**config.mk**
```make
export PLATFORM = sky130hd
export DESIGN_NAME = plc_timer_bank
export DESIGN_NICKNAME = d
export VERILOG_FILES = /design/src/rtl/plc_timer_bank.sv
export SDC_FILE = /design/constraint.sdc
export NUM_CORES = 1
export LEC_CHECK = 0
export BUFFER_PORTS_ARGS = -buffer_cell sky130_fd_sc_hd__buf_2
export CAP_MARGIN = 30
export CORE_MARGIN = 2
export CORE_UTILIZATION = 46
export DETAILED_ROUTE_END_ITERATION = 10
export SYNTH_ARGS = -nofsm -noshare
export SYNTH_HDL_FRONTEND = slang
export SYNTH_SLANG_ARGS = --single-unit
```
**constraint.sdc**
```tcl
create_clock -name CLK -period 2.94 [get_ports CLK]
set_clock_uncertainty 0.15 [all_clocks]
set_input_delay 0.441 -clock CLK [delete_from_list [all_inputs] [get_ports CLK]]
set_output_delay 0.441 -clock CLK [all_outputs]
set_load 0.01 [all_outputs]
```
**src/rtl/plc_timer_bank.sv**
```systemverilog
// -----------------------------------------------------------------------------
// plc_timer_bank
//
// A bank of NCH independent up-counting timer channels. Each channel has a
// prescaler, a reload register and a free-running counter. On the counter's
// wrap past all-ones it reloads, emits a one-cycle overflow pulse and,
// optionally, raises an interrupt flag.
//
// Optional feature macro: TIMER_IRQ_EN
//   defined   : per-channel STATUS flag and CONFIG.IE are stored; TIMER_IRQ is
//               the OR of (flag AND IE) over all channels.
//   undefined : no flag/IE storage, STATUS and IE read 0, TIMER_IRQ is 0.
//
// Register map (per channel, TIMER_ADDR = {channel, sel[1:0]}):
//   0 CONFIG : bit0 EN, bit1 MODE (1 = one-shot), bit2 IE, bits[PRE_W+2:3] PRE
//   1 RELOAD : value loaded on overflow
//   2 COUNT  : current counter value
//   3 STATUS : bit0 overflow flag, write 1 to clear
//
// Ports:
//   CLK           in   clock, rising edge
//   CPU_Reset     in   synchronous active-high reset
//   TIMER_WE      in   register write strobe
//   TIMER_ADDR    in   {channel index, register select}
//   TIMER_DATA    in   write data
//   TIMER_RD_DATA out  combinational read of the addressed register
//   TIMER_OV      out  per-channel one-cycle overflow pulse (registered)
//   TIMER_IRQ     out  interrupt request (registered)
// -----------------------------------------------------------------------------
module plc_timer_bank #(
    parameter int NCH   = 4,
    parameter int CNT_W = 16,
    parameter int PRE_W = 6
) (
    input  logic                       CLK,
    input  logic                       CPU_Reset,
    input  logic                       TIMER_WE,
    input  logic [$clog2(NCH)+1:0]     TIMER_ADDR,
    input  logic [CNT_W-1:0]           TIMER_DATA,
    output logic [CNT_W-1:0]           TIMER_RD_DATA,
    output logic [NCH-1:0]             TIMER_OV,
    output logic                       TIMER_IRQ
);

    localparam int AW  = $clog2(NCH) + 2;
    localparam int CHW = (NCH > 1) ? $clog2(NCH) : 1;

    localparam logic [1:0] REG_CFG = 2'd0;
    localparam logic [1:0] REG_RLD = 2'd1;
    localparam logic [1:0] REG_CNT = 2'd2;
    localparam logic [1:0] REG_STS = 2'd3;

    localparam logic [CNT_W-1:0] CNT_ONES = {CNT_W{1'b1}};
    localparam logic [CNT_W-1:0] CNT_ONE  = {{(CNT_W-1){1'b0}}, 1'b1};
    localparam logic [PRE_W-1:0] PRE_ONE  = {{(PRE_W-1){1'b0}}, 1'b1};

    // ---------------------------------------------------------------- state
    logic [NCH-1:0]   en_q,   en_d;
    logic [NCH-1:0]   mode_q, mode_d;
    logic [NCH-1:0]   ov_q,   ov_d;
    logic [PRE_W-1:0] pre_q    [NCH];
    logic [PRE_W-1:0] pre_d    [NCH];
    logic [PRE_W-1:0] pcnt_q   [NCH];
    logic [PRE_W-1:0] pcnt_d   [NCH];
    logic [CNT_W-1:0] reload_q [NCH];
    logic [CNT_W-1:0] reload_d [NCH];
    logic [CNT_W-1:0] count_q  [NCH];
    logic [CNT_W-1:0] count_d  [NCH];
`ifdef TIMER_IRQ_EN
    logic [NCH-1:0]   ie_q,   ie_d;
    logic [NCH-1:0]   flag_q, flag_d;
    logic             irq_q;
`endif

    // ------------------------------------------------------ address decode
    logic [CHW-1:0] ch_sel_s;
    logic [1:0]     reg_sel_s;
    logic           ch_valid_s;

    generate
        if (NCH > 1) begin : g_multi_ch
            assign ch_sel_s = TIMER_ADDR[AW-1:2];
        end else begin : g_single_ch
            assign ch_sel_s = 1'b0;
        end
    endgenerate

    assign reg_sel_s  = TIMER_ADDR[1:0];
    // Only reachable when NCH is not a power of two.
    assign ch_valid_s = (int'(ch_sel_s) < NCH);

    logic [NCH-1:0] cfg_wr_s, rld_wr_s, cnt_wr_s, sts_wr_s;
    logic [NCH-1:0] tick_s, ovf_s;

    // Per-channel write strobes, prescaler tick and overflow detection.
    always_comb begin
        cfg_wr_s = {NCH{1'b0}};
        rld_wr_s = {NCH{1'b0}};
        cnt_wr_s = {NCH{1'b0}};
        sts_wr_s = {NCH{1'b0}};
        tick_s   = {NCH{1'b0}};
        ovf_s    = {NCH{1'b0}};
        for (int c = 0; c < NCH; c++) begin
            if (TIMER_WE && ch_valid_s && (int'(ch_sel_s) == c)) begin
                cfg_wr_s[c] = (reg_sel_s == REG_CFG);
                rld_wr_s[c] = (reg_sel_s == REG_RLD);
                cnt_wr_s[c] = (reg_sel_s == REG_CNT);
                sts_wr_s[c] = (reg_sel_s == REG_STS);
            end else begin
                cfg_wr_s[c] = 1'b0;
                rld_wr_s[c] = 1'b0;
                cnt_wr_s[c] = 1'b0;
                sts_wr_s[c] = 1'b0;
            end
            tick_s[c] = en_q[c] && (pcnt_q[c] == pre_q[c]);
            // A software COUNT write in the same cycle suppresses the overflow.
            ovf_s[c]  = tick_s[c] && (count_q[c] == CNT_ONES) && !cnt_wr_s[c];
        end
    end

    // Next-state for every channel register.
    always_comb begin
        en_d   = en_q;
        mode_d = mode_q;
        ov_d   = ovf_s;
`ifdef TIMER_IRQ_EN
        ie_d   = ie_q;
        flag_d = flag_q;
`endif
        for (int c = 0; c < NCH; c++) begin
            pre_d[c]    = pre_q[c];
            pcnt_d[c]   = pcnt_q[c];
            reload_d[c] = reload_q[c];
            count_d[c]  = count_q[c];

            if (cfg_wr_s[c]) begin
                en_d[c]   = TIMER_DATA[0];
                mode_d[c] = TIMER_DATA[1];
                pre_d[c]  = TIMER_DATA[PRE_W+2:3];
`ifdef TIMER_IRQ_EN
                ie_d[c]   = TIMER_DATA[2];
`endif
            end else if (ovf_s[c] && mode_q[c]) begin
                en_d[c] = 1'b0;
            end else begin
                en_d[c] = en_q[c];
            end

            // Prescaler restarts on enable, on every tick and while disabled.
            if (!en_d[c] || (cfg_wr_s[c] && TIMER_DATA[0]) || tick_s[c]) begin
                pcnt_d[c] = {PRE_W{1'b0}};
            end else begin
                pcnt_d[c] = pcnt_q[c] + PRE_ONE;
            end

            // RELOAD written in the overflow cycle: old value is still loaded.
            if (rld_wr_s[c]) begin
                reload_d[c] = TIMER_DATA;
            end else begin
                reload_d[c] = reload_q[c];
            end

            if (cnt_wr_s[c]) begin
                count_d[c] = TIMER_DATA;
            end else if (ovf_s[c]) begin
                count_d[c] = reload_q[c];
            end else if (tick_s[c]) begin
                count_d[c] = count_q[c] + CNT_ONE;
            end else begin
                count_d[c] = count_q[c];
            end

`ifdef TIMER_IRQ_EN
            // Overflow wins over a same-cycle write-1-to-clear.
            if (ovf_s[c]) begin
                flag_d[c] = 1'b1;
            end else if (sts_wr_s[c] && TIMER_DATA[0]) begin
                flag_d[c] = 1'b0;
            end else begin
                flag_d[c] = flag_q[c];
            end
`endif
        end
    end

    // Channel register file with synchronous reset.
    always_ff @(posedge CLK) begin
        if (CPU_Reset) begin
            en_q   <= {NCH{1'b0}};
            mode_q <= {NCH{1'b0}};
            ov_q   <= {NCH{1'b0}};
`ifdef TIMER_IRQ_EN
            ie_q   <= {NCH{1'b0}};
            flag_q <= {NCH{1'b0}};
            irq_q  <= 1'b0;
`endif
            for (int c = 0; c < NCH; c++) begin
                pre_q[c]    <= {PRE_W{1'b0}};
                pcnt_q[c]   <= {PRE_W{1'b0}};
                reload_q[c] <= {CNT_W{1'b0}};
                count_q[c]  <= {CNT_W{1'b0}};
            end
        end else begin
            en_q   <= en_d;
            mode_q <= mode_d;
            ov_q   <= ov_d;
`ifdef TIMER_IRQ_EN
            ie_q   <= ie_d;
            flag_q <= flag_d;
            // Registered from next-state so it tracks flag_q & ie_q exactly.
            irq_q  <= |(flag_d & ie_d);
`endif
            for (int c = 0; c < NCH; c++) begin
                pre_q[c]    <= pre_d[c];
                pcnt_q[c]   <= pcnt_d[c];
                reload_q[c] <= reload_d[c];
                count_q[c]  <= count_d[c];
            end
        end
    end

    // Combinational register read-back.
    always_comb begin
        TIMER_RD_DATA = {CNT_W{1'b0}};
        if (ch_valid_s) begin
            case (reg_sel_s)
                REG_CFG: begin
                    TIMER_RD_DATA[0]         = en_q[ch_sel_s];
                    TIMER_RD_DATA[1]         = mode_q[ch_sel_s];
`ifdef TIMER_IRQ_EN
                    TIMER_RD_DATA[2]         = ie_q[ch_sel_s];
`endif
                    TIMER_RD_DATA[PRE_W+2:3] = pre_q[ch_sel_s];
                end
                REG_RLD: TIMER_RD_DATA = reload_q[ch_sel_s];
                REG_CNT: TIMER_RD_DATA = count_q[ch_sel_s];
                REG_STS: begin
`ifdef TIMER_IRQ_EN
                    TIMER_RD_DATA[0] = flag_q[ch_sel_s];
`else
                    TIMER_RD_DATA[0] = 1'b0;
`endif
                end
                default: TIMER_RD_DATA = {CNT_W{1'b0}};
            endcase
        end else begin
            TIMER_RD_DATA = {CNT_W{1'b0}};
        end
    end

    assign TIMER_OV = ov_q;
`ifdef TIMER_IRQ_EN
    assign TIMER_IRQ = irq_q;
`else
    assign TIMER_IRQ = 1'b0;
`endif

endmodule
```
==> flow_metrics.py, run 1 <==
metrics = {
    "logic_synthesis": {
        "syn_area_um2": 10300,
        "synth_area_leader_cell": "dfxtp_1",
        "synth_cells": 1281,
        "yosysUniqueCellTypes": 69,
        "synth_edf_count": 0,
        "avgSynthCellArea_um2": 8.03,
        "seq_area_frac_synth": 0.366,
        "yosysMostFrequentCell": "nand2_1",
        "syn_nets": 1317,
        "synth_top_area_share": 0.366,
        "yosys_warnings": 0,
        "ys_top_cells_by_count": "nand2_1, dfxtp_1, a21oi_1, nor2_1, clkbuf_1",
        "yosys_most_used_dff": "dfxtp_1",
        "ys_ff_latch": 188,
        "synthTopCellsByArea": "dfxtp_1, nand2_1, mux4_2, a21oi_1, nor2_1",
        "ys_async_sr_fraction": 0,
    },
    "global_routing": {
        "grt_pass1_wl_mm": 53.3,
        "gr-total-overflow": 0,
        "grt_pass1_vias": 8775,
        "grt_max_degree": 74,
        "grtUsageTotal": 0.292,
        "antenna_found_initial": 1,
    },
    "setup_path": {
        "worst_setup_path_end_kind": "flop",
        "cp_top_family": "simple AND/OR/NAND/NOR gates",
        "max_stage_delay_ps": 460,
        "arrival_ps": 2770,
        "cp_max_fo": 13,
        "critPathSlowestCell": "dfxtp_1",
        "crit_chain": "ha_1 -> nand3_1 -> or3_1 -> or2_2 -> mux2_2 -> o22ai_1 -> a211oi_1",
        "reg2reg_slack_ps": 330,
        "crit_required_ps": 3100,
        "crit_cells": 7,
        "crit_type": "reg2reg",
        "reg2reg_to": "count_q[3][11]",
        "cp-start-kind": "flop",
        "crit_buf_inv": 0,
        "rr_worst_depth": 7,
        "reg2reg_from": "count_q[3][0]",
    },
    "clock_network": {
        "htreeDepth": 4,
        "cts_resized": 0,
        "cts_root_buffer": "clkbuf_16",
        "cts_buffer_depth": 2,
        "cts_hold_buf": 0,
        "insertion_delay_ps": 440,
        "cts_sinks": 188,
        "postCtsSetupBuffers": 0,
        "cts_tree": "done",
        "clk_pin_slew_worst_paths_ps": 80,
        "numCtsBuffers": 17,
    },
    "place": {
        "place_hpwl_mm": 25.2,
        "dp.cells": 1564,
        "port-buffer-count": 42,
        "gp_congestion": 0.982,
    },
    "sta": {
        "tns_ps": 0,
        "slew_violations": 0,
        "maxSlewHeadroom": 0.558,
        "setup_viol": 0,
        "timing.fmax_ghz": 0.383,
        "layout_min_cycle_time_ps": 2610,
        "hold_viol": 0,
        "rsz0062_at_grt": "false",
        "worst_slew_pin_slew_ps": 661,
        "fin_crit_sh": 0.889,
    },
    "hold_path": {
        "hp-class": "in2reg",
        "hold_depth": 3,
        "min_from": "TIMER_DATA[12]",
        "min_to": "reload_q[2][12]",
    },
    "route": {
        "viasPerCell": 6.24,
        "drt_iter0_markers": 1182,
        "drc": 0,
        "routed_wl_mm": 34.9,
        "routed-via-count": 9966,
        "ant_nets": 0,
        "routedWlPerCell_um": 21.8,
        "drt_first_pass_iters": 8,
    },
    "run": {
        "cap_violations": 0,
    },
    "pwr": {
        "pwr-share-seq": 0.496,
        "p_per_area_nw_per_um2": 461,
        "ir_worst_vdd_uv": 342,
        "pwr-share-comb": 0.071,
        "p_clk_frac": 0.433,
        "sw_frac_of_total": 0.269,
        "p_sw_mw": 1.43,
        "p_leak_nw": 3.91,
        "p_int_mw": 3.88,
    },
    "floorplan": {
        "initial_core_util": 0.470,
        "rows": 54,
        "die_x_um": 154,
        "top_level_ports": 44,
        "die_h_um": 154,
        "fp.coreArea_um2": 21900,
        "fp.dieArea_um2": 23600,
    },
    "layout": {
        "syn2layout_area_growth_pct": 12.0,
        "layout-drive-gt1-share": 0.141,
        "nNetsFinal": 1339,
        "final_cells": 1597,
    },
    "outcome": {
        "outcome": "completed",
    },
}
-- sequential cells by signal, indices dropped and copies added, names as in the netlist --
name / cells
mode_q: 4
TIMER_OV: 4
en_q: 4
count_q: 64
pcnt_q: 24
pre_q: 24
reload_q: 64
-- cell type report --
type                    instances  area [um^2]
multi-input cells             990         6140
fillers                      2122        10400
inverters                      16         60.1
well taps                     280          350
repair buffers                 90          636
clock inverters                12          115
diodes                          1         2.50
clock buffers                  20          457
flip-flops and latches        188         3760
-- how the worst max path moves through the flow --
stage | slack (ps) | end | start
after floorplan | 380 | TIMER_RD_DATA[0] | TIMER_ADDR[2]
after global placement | 340 | TIMER_RD_DATA[13] | TIMER_ADDR[2]
after detailed placement | 340 | TIMER_RD_DATA[13] | TIMER_ADDR[2]
after CTS | 340 | TIMER_RD_DATA[13] | TIMER_ADDR[2]
after global routing | 250 | count_q[3][11] | count_q[3][0]
final | 330 | count_q[3][11] | count_q[3][0]
-- through the flow --
stage	instance area, um^2	utilization	hold WS (ps)	setup WS [ps]	total power, mW
global route	11500	0.526	190	249	5.47
CTS	11500	0.526	179	344	5.33
floorplan	10300	-	290	383	2.91
global placement	10900	0.500	316	340	3.06
finish	11500	0.526	196	327	5.31
detailed placement	10900	0.500	321	343	3.06
-- power groups by stage --
stage,Combinational (mW),Clock [mW],Sequential [mW]
final,0.375,2.30,2.64
after global placement,0.365,0,2.69
after detailed placement,0.368,0,2.69
after floorplan,0.242,0,2.67
after global routing,0.402,2.43,2.64
after CTS,0.369,2.33,2.63
-- routing by layer --
layer  track usage  up-vias  wire, um
li1              -     4665         -
met1         0.447     4751     15900
met2         0.428      500     15100
met3        0.0505       50      3200
met4        0.0712        0       673
met5             0        -         0
-- cells in the final DEF, fill, tap and decap left out, types with 4 or more instances in the layout --
| cell type | n |
|---|---|
| a2111oi_0 | 12 |
| a211oi_1 | 22 |
| a21oi_1 | 130 |
| a22oi_1 | 18 |
| a31o_2 | 4 |
| a31oi_1 | 10 |
| a41o_1 | 7 |
| and3_1 | 13 |
| and4_1 | 6 |
| buf_12 | 5 |
| buf_2 | 41 |
| buf_4 | 44 |
| clkbuf_16 | 17 |
| dfxtp_1 | 188 |
| ha_1 | 13 |
| inv_1 | 15 |
| inv_6 | 5 |
| inv_8 | 4 |
| mux2i_1 | 12 |
| mux4_2 | 39 |
| nand2_1 | 273 |
| nand2b_1 | 7 |
| nand3_1 | 65 |
| nand4_1 | 27 |
| nor2_1 | 114 |
| nor2b_1 | 12 |
| nor3_1 | 27 |
| nor4_1 | 11 |
| nor4_2 | 4 |
| o211ai_1 | 5 |
| o21ai_0 | 38 |
| o22ai_1 | 10 |
| or2_2 | 5 |
| xnor2_1 | 25 |
| xor2_1 | 21 |
-- worst reg2reg max path, stage by stage, from the launching register on --
cell and delay (ps):
dfxtp_1 460, ha_1 250, nand3_1 210, or3_1 400
or2_2 450, mux2_2 310, o22ai_1 160, a211oi_1 100
-- cells by family after synthesis --
| kind of cell | share of synthesized area |
|---|---|
| and+or+nand+nor | 0.257 |
| AOI/OAI and AO/OA | 0.178 |
| DFF | 0.366 |
| buffers and inverters | 0.0407 |
| muxes | 0.103 |
| xor gates and xnor gates | 0.0392 |
| adders and majority gates | 0.0158 |
| other | 0.000365 |
(Power assumes the default switching activity.)
==> run 2, diff against run 1 <==
--- a/config.mk
+++ b/config.mk
@@ -7,9 +7,13 @@
 export LEC_CHECK = 0
 export BUFFER_PORTS_ARGS = -buffer_cell sky130_fd_sc_hd__buf_2
 export CAP_MARGIN = 30
+export CELL_PAD_IN_SITES_DETAIL_PLACEMENT = 0
+export CELL_PAD_IN_SITES_GLOBAL_PLACEMENT = 1
 export CORE_MARGIN = 2
 export CORE_UTILIZATION = 46
 export DETAILED_ROUTE_END_ITERATION = 10
+export PLACE_DENSITY_LB_ADDON = 0.1
+export SETUP_SLACK_MARGIN = 0.15
 export SYNTH_ARGS = -nofsm -noshare
 export SYNTH_HDL_FRONTEND = slang
 export SYNTH_SLANG_ARGS = --single-unit
==> run 2 against run 1 <==
Register-to-register slack gained 30 ps; sequential share of layout area grew 0.25 points; fmax grew 0.68%; non-clock buffer count shrank 4; worst hold slack gained 13 ps; largest power group unchanged; flip-flop and latch count is the same; first-iteration DRC count shrank 3.0%; die area is the same; via count shrank 1.4%; largest cell class unchanged; core utilization shrank 0.39 points.
==> flow_metrics.py, run 2 (synthesized netlist as in run 1, its figures left out) <==
metrics = {
    "outcome": {
        "outcome": "completed",
    },
    "setup_path": {
        "cp-start-kind": "input port",
        "crit_cells": 7,
        "crit_required_ps": 2350,
        "crit_type": "in2out",
        "reg2reg_slack_ps": 360,
        "crit_buf_inv": 4,
        "max_stage_delay_ps": 510,
        "crit_chain": "buf_2 -> inv_1 -> ha_1 -> buf_4 -> a22oi_1 -> a21oi_1 -> buf_2",
        "reg2reg_to": "count_q[0][5]",
        "rr_worst_depth": 7,
        "reg2reg_from": "count_q[0][0]",
        "worst_setup_path_end_kind": "output pin",
        "path_common_cell": "buf_2",
        "cp_top_family": "buffers and inverters",
        "critPathSlowestCell": "ha_1",
        "arrival_ps": 2000,
        "cp_max_fo": 13,
    },
    "clock_network": {
        "numCtsBuffers": 17,
        "cts_buffer_depth": 2,
        "cts_resized": 0,
        "clk_pin_slew_worst_paths_ps": 70,
        "insertion_delay_ps": 440,
        "cts_hold_buf": 0,
        "postCtsSetupBuffers": 0,
        "cts_root_buffer": "clkbuf_16",
        "cts_tree": "done",
        "htreeDepth": 4,
        "cts_sinks": 188,
    },
    "layout": {
        "nNetsFinal": 1335,
        "diodes": 0,
        "finalCoreUtilization": 0.522,
        "final_cell_mix": "nand2_1, dfxtp_1, a21oi_1, nor2_1, nand3_1",
        "syn2layout_area_growth_pct": 11.2,
        "top_regs": "count_q (64), reload_q (64)",
        "layout_commonest_cell": "nand2_1",
        "layout-drive-gt1-share": 0.136,
        "final_cells": 1592,
    },
    "sta": {
        "maxSlewHeadroom": 0.473,
        "worst_slew_pin_slew_ps": 788,
        "tns_ps": 0,
        "setup_viol": 0,
        "timing.fmax_ghz": 0.385,
        "layout_min_cycle_time_ps": 2600,
        "slew_violations": 0,
        "fin_crit_sh": 0.883,
        "hold_viol": 0,
        "rsz0062_at_grt": "false",
        "fin_ws_ps": 345,
    },
    "place": {
        "gp_congestion": 0.964,
        "place_hpwl_mm": 25.5,
        "port-buffer-count": 42,
        "dp_worst_setup_slack_ps": 340,
        "dp.cells": 1560,
    },
    "run": {
        "cap_violations": 0,
    },
    "pwr": {
        "p_leak_nw": 3.84,
        "p_per_area_nw_per_um2": 456,
        "ir_worst_vdd_uv": 312,
        "power.total_mw": 5.22,
    },
    "global_routing": {
        "grt_pass1_vias": 9005,
        "grt_pass1_wl_mm": 54.1,
        "grt_max_degree": 141,
        "antenna_found_initial": 0,
        "grtUsageTotal": 0.298,
        "gr-total-overflow": 0,
    },
    "route": {
        "drc": 0,
        "drt_iter0_markers": 1147,
        "routed-via-count": 9830,
        "ant_nets": 0,
        "viasPerCell": 6.17,
        "routedWlPerCell_um": 22.1,
        "routed_wl_mm": 35.2,
        "drt_first_pass_iters": 8,
    },
    "hold_path": {
        "min_to": "en_q[0]",
        "min_from": "TIMER_DATA[0]",
        "hold_depth": 3,
        "hp-class": "in2reg",
    },
    "floorplan": {
        "die_x_um": 154,
        "die_h_um": 154,
        "rows": 54,
        "fp.coreArea_um2": 21900,
        "initial_core_util": 0.470,
        "top_level_ports": 44,
        "fp.dieArea_um2": 23600,
    },
}
[run 2: worst max path at each step]
stage                   from                to  slack (ps)
2_1_floorplan  TIMER_ADDR[2]  TIMER_RD_DATA[0]         380
3_3_place_gp   TIMER_ADDR[0]  TIMER_RD_DATA[7]         370
3_5_place_dp   TIMER_ADDR[0]  TIMER_RD_DATA[7]         340
4_1_cts        TIMER_ADDR[0]  TIMER_RD_DATA[7]         340
5_1_grt        count_q[3][0]    count_q[3][11]         220
6_report       TIMER_ADDR[0]  TIMER_RD_DATA[7]         340
[run 2: final cells by class]
type / count / area (um^2)
clock buffers: 20 / 437
clock inverters: 12 / 106
fillers: 2143 / 10500
inverters: 16 / 60.1
multi-input cells: 990 / 6140
flip-flops and latches: 188 / 3760
well taps: 280 / 350
repair buffers: 86 / 581
[run 2: metrics by stage]
step / area (um^2) / hold slack (ps)
detailed placement: 10900 / 312
floorplan: 10300 / 290
global placement: 10900 / 310
CTS: 11400 / 188
global route: 11400 / 204
finish: 11400 / 209
[run 2: power breakdown]
group / internal [mW] / switching, mW
Sequential: 2.58 / 0.0574
Combinational: 0.123 / 0.246
Clock: 1.11 / 1.10
Total: 3.81 / 1.40
[run 2: worst register-to-register path, cell delays in order (launching register included)]
cell	delay (ps)
dfxtp_1	520
ha_1	350
nand3_1	140
or4_4	560
nand2_2	110
nor4_1	40
or4_1	500
a21oi_1	120
[run 2: routing by layer]
| layer | vias up | part of all wire | GRT usage | wire [um] |
|---|---|---|---|---|
| li1 | 4653 | - | - | - |
| met5 | - | 0 | 0 | 0 |
| met1 | 4744 | 0.47 | 0.455 | 16500 |
| met2 | 384 | 0.43 | 0.435 | 15100 |
| met4 | 0 | 0.019 | 0.0826 | 674 |
| met3 | 49 | 0.085 | 0.0474 | 2980 |
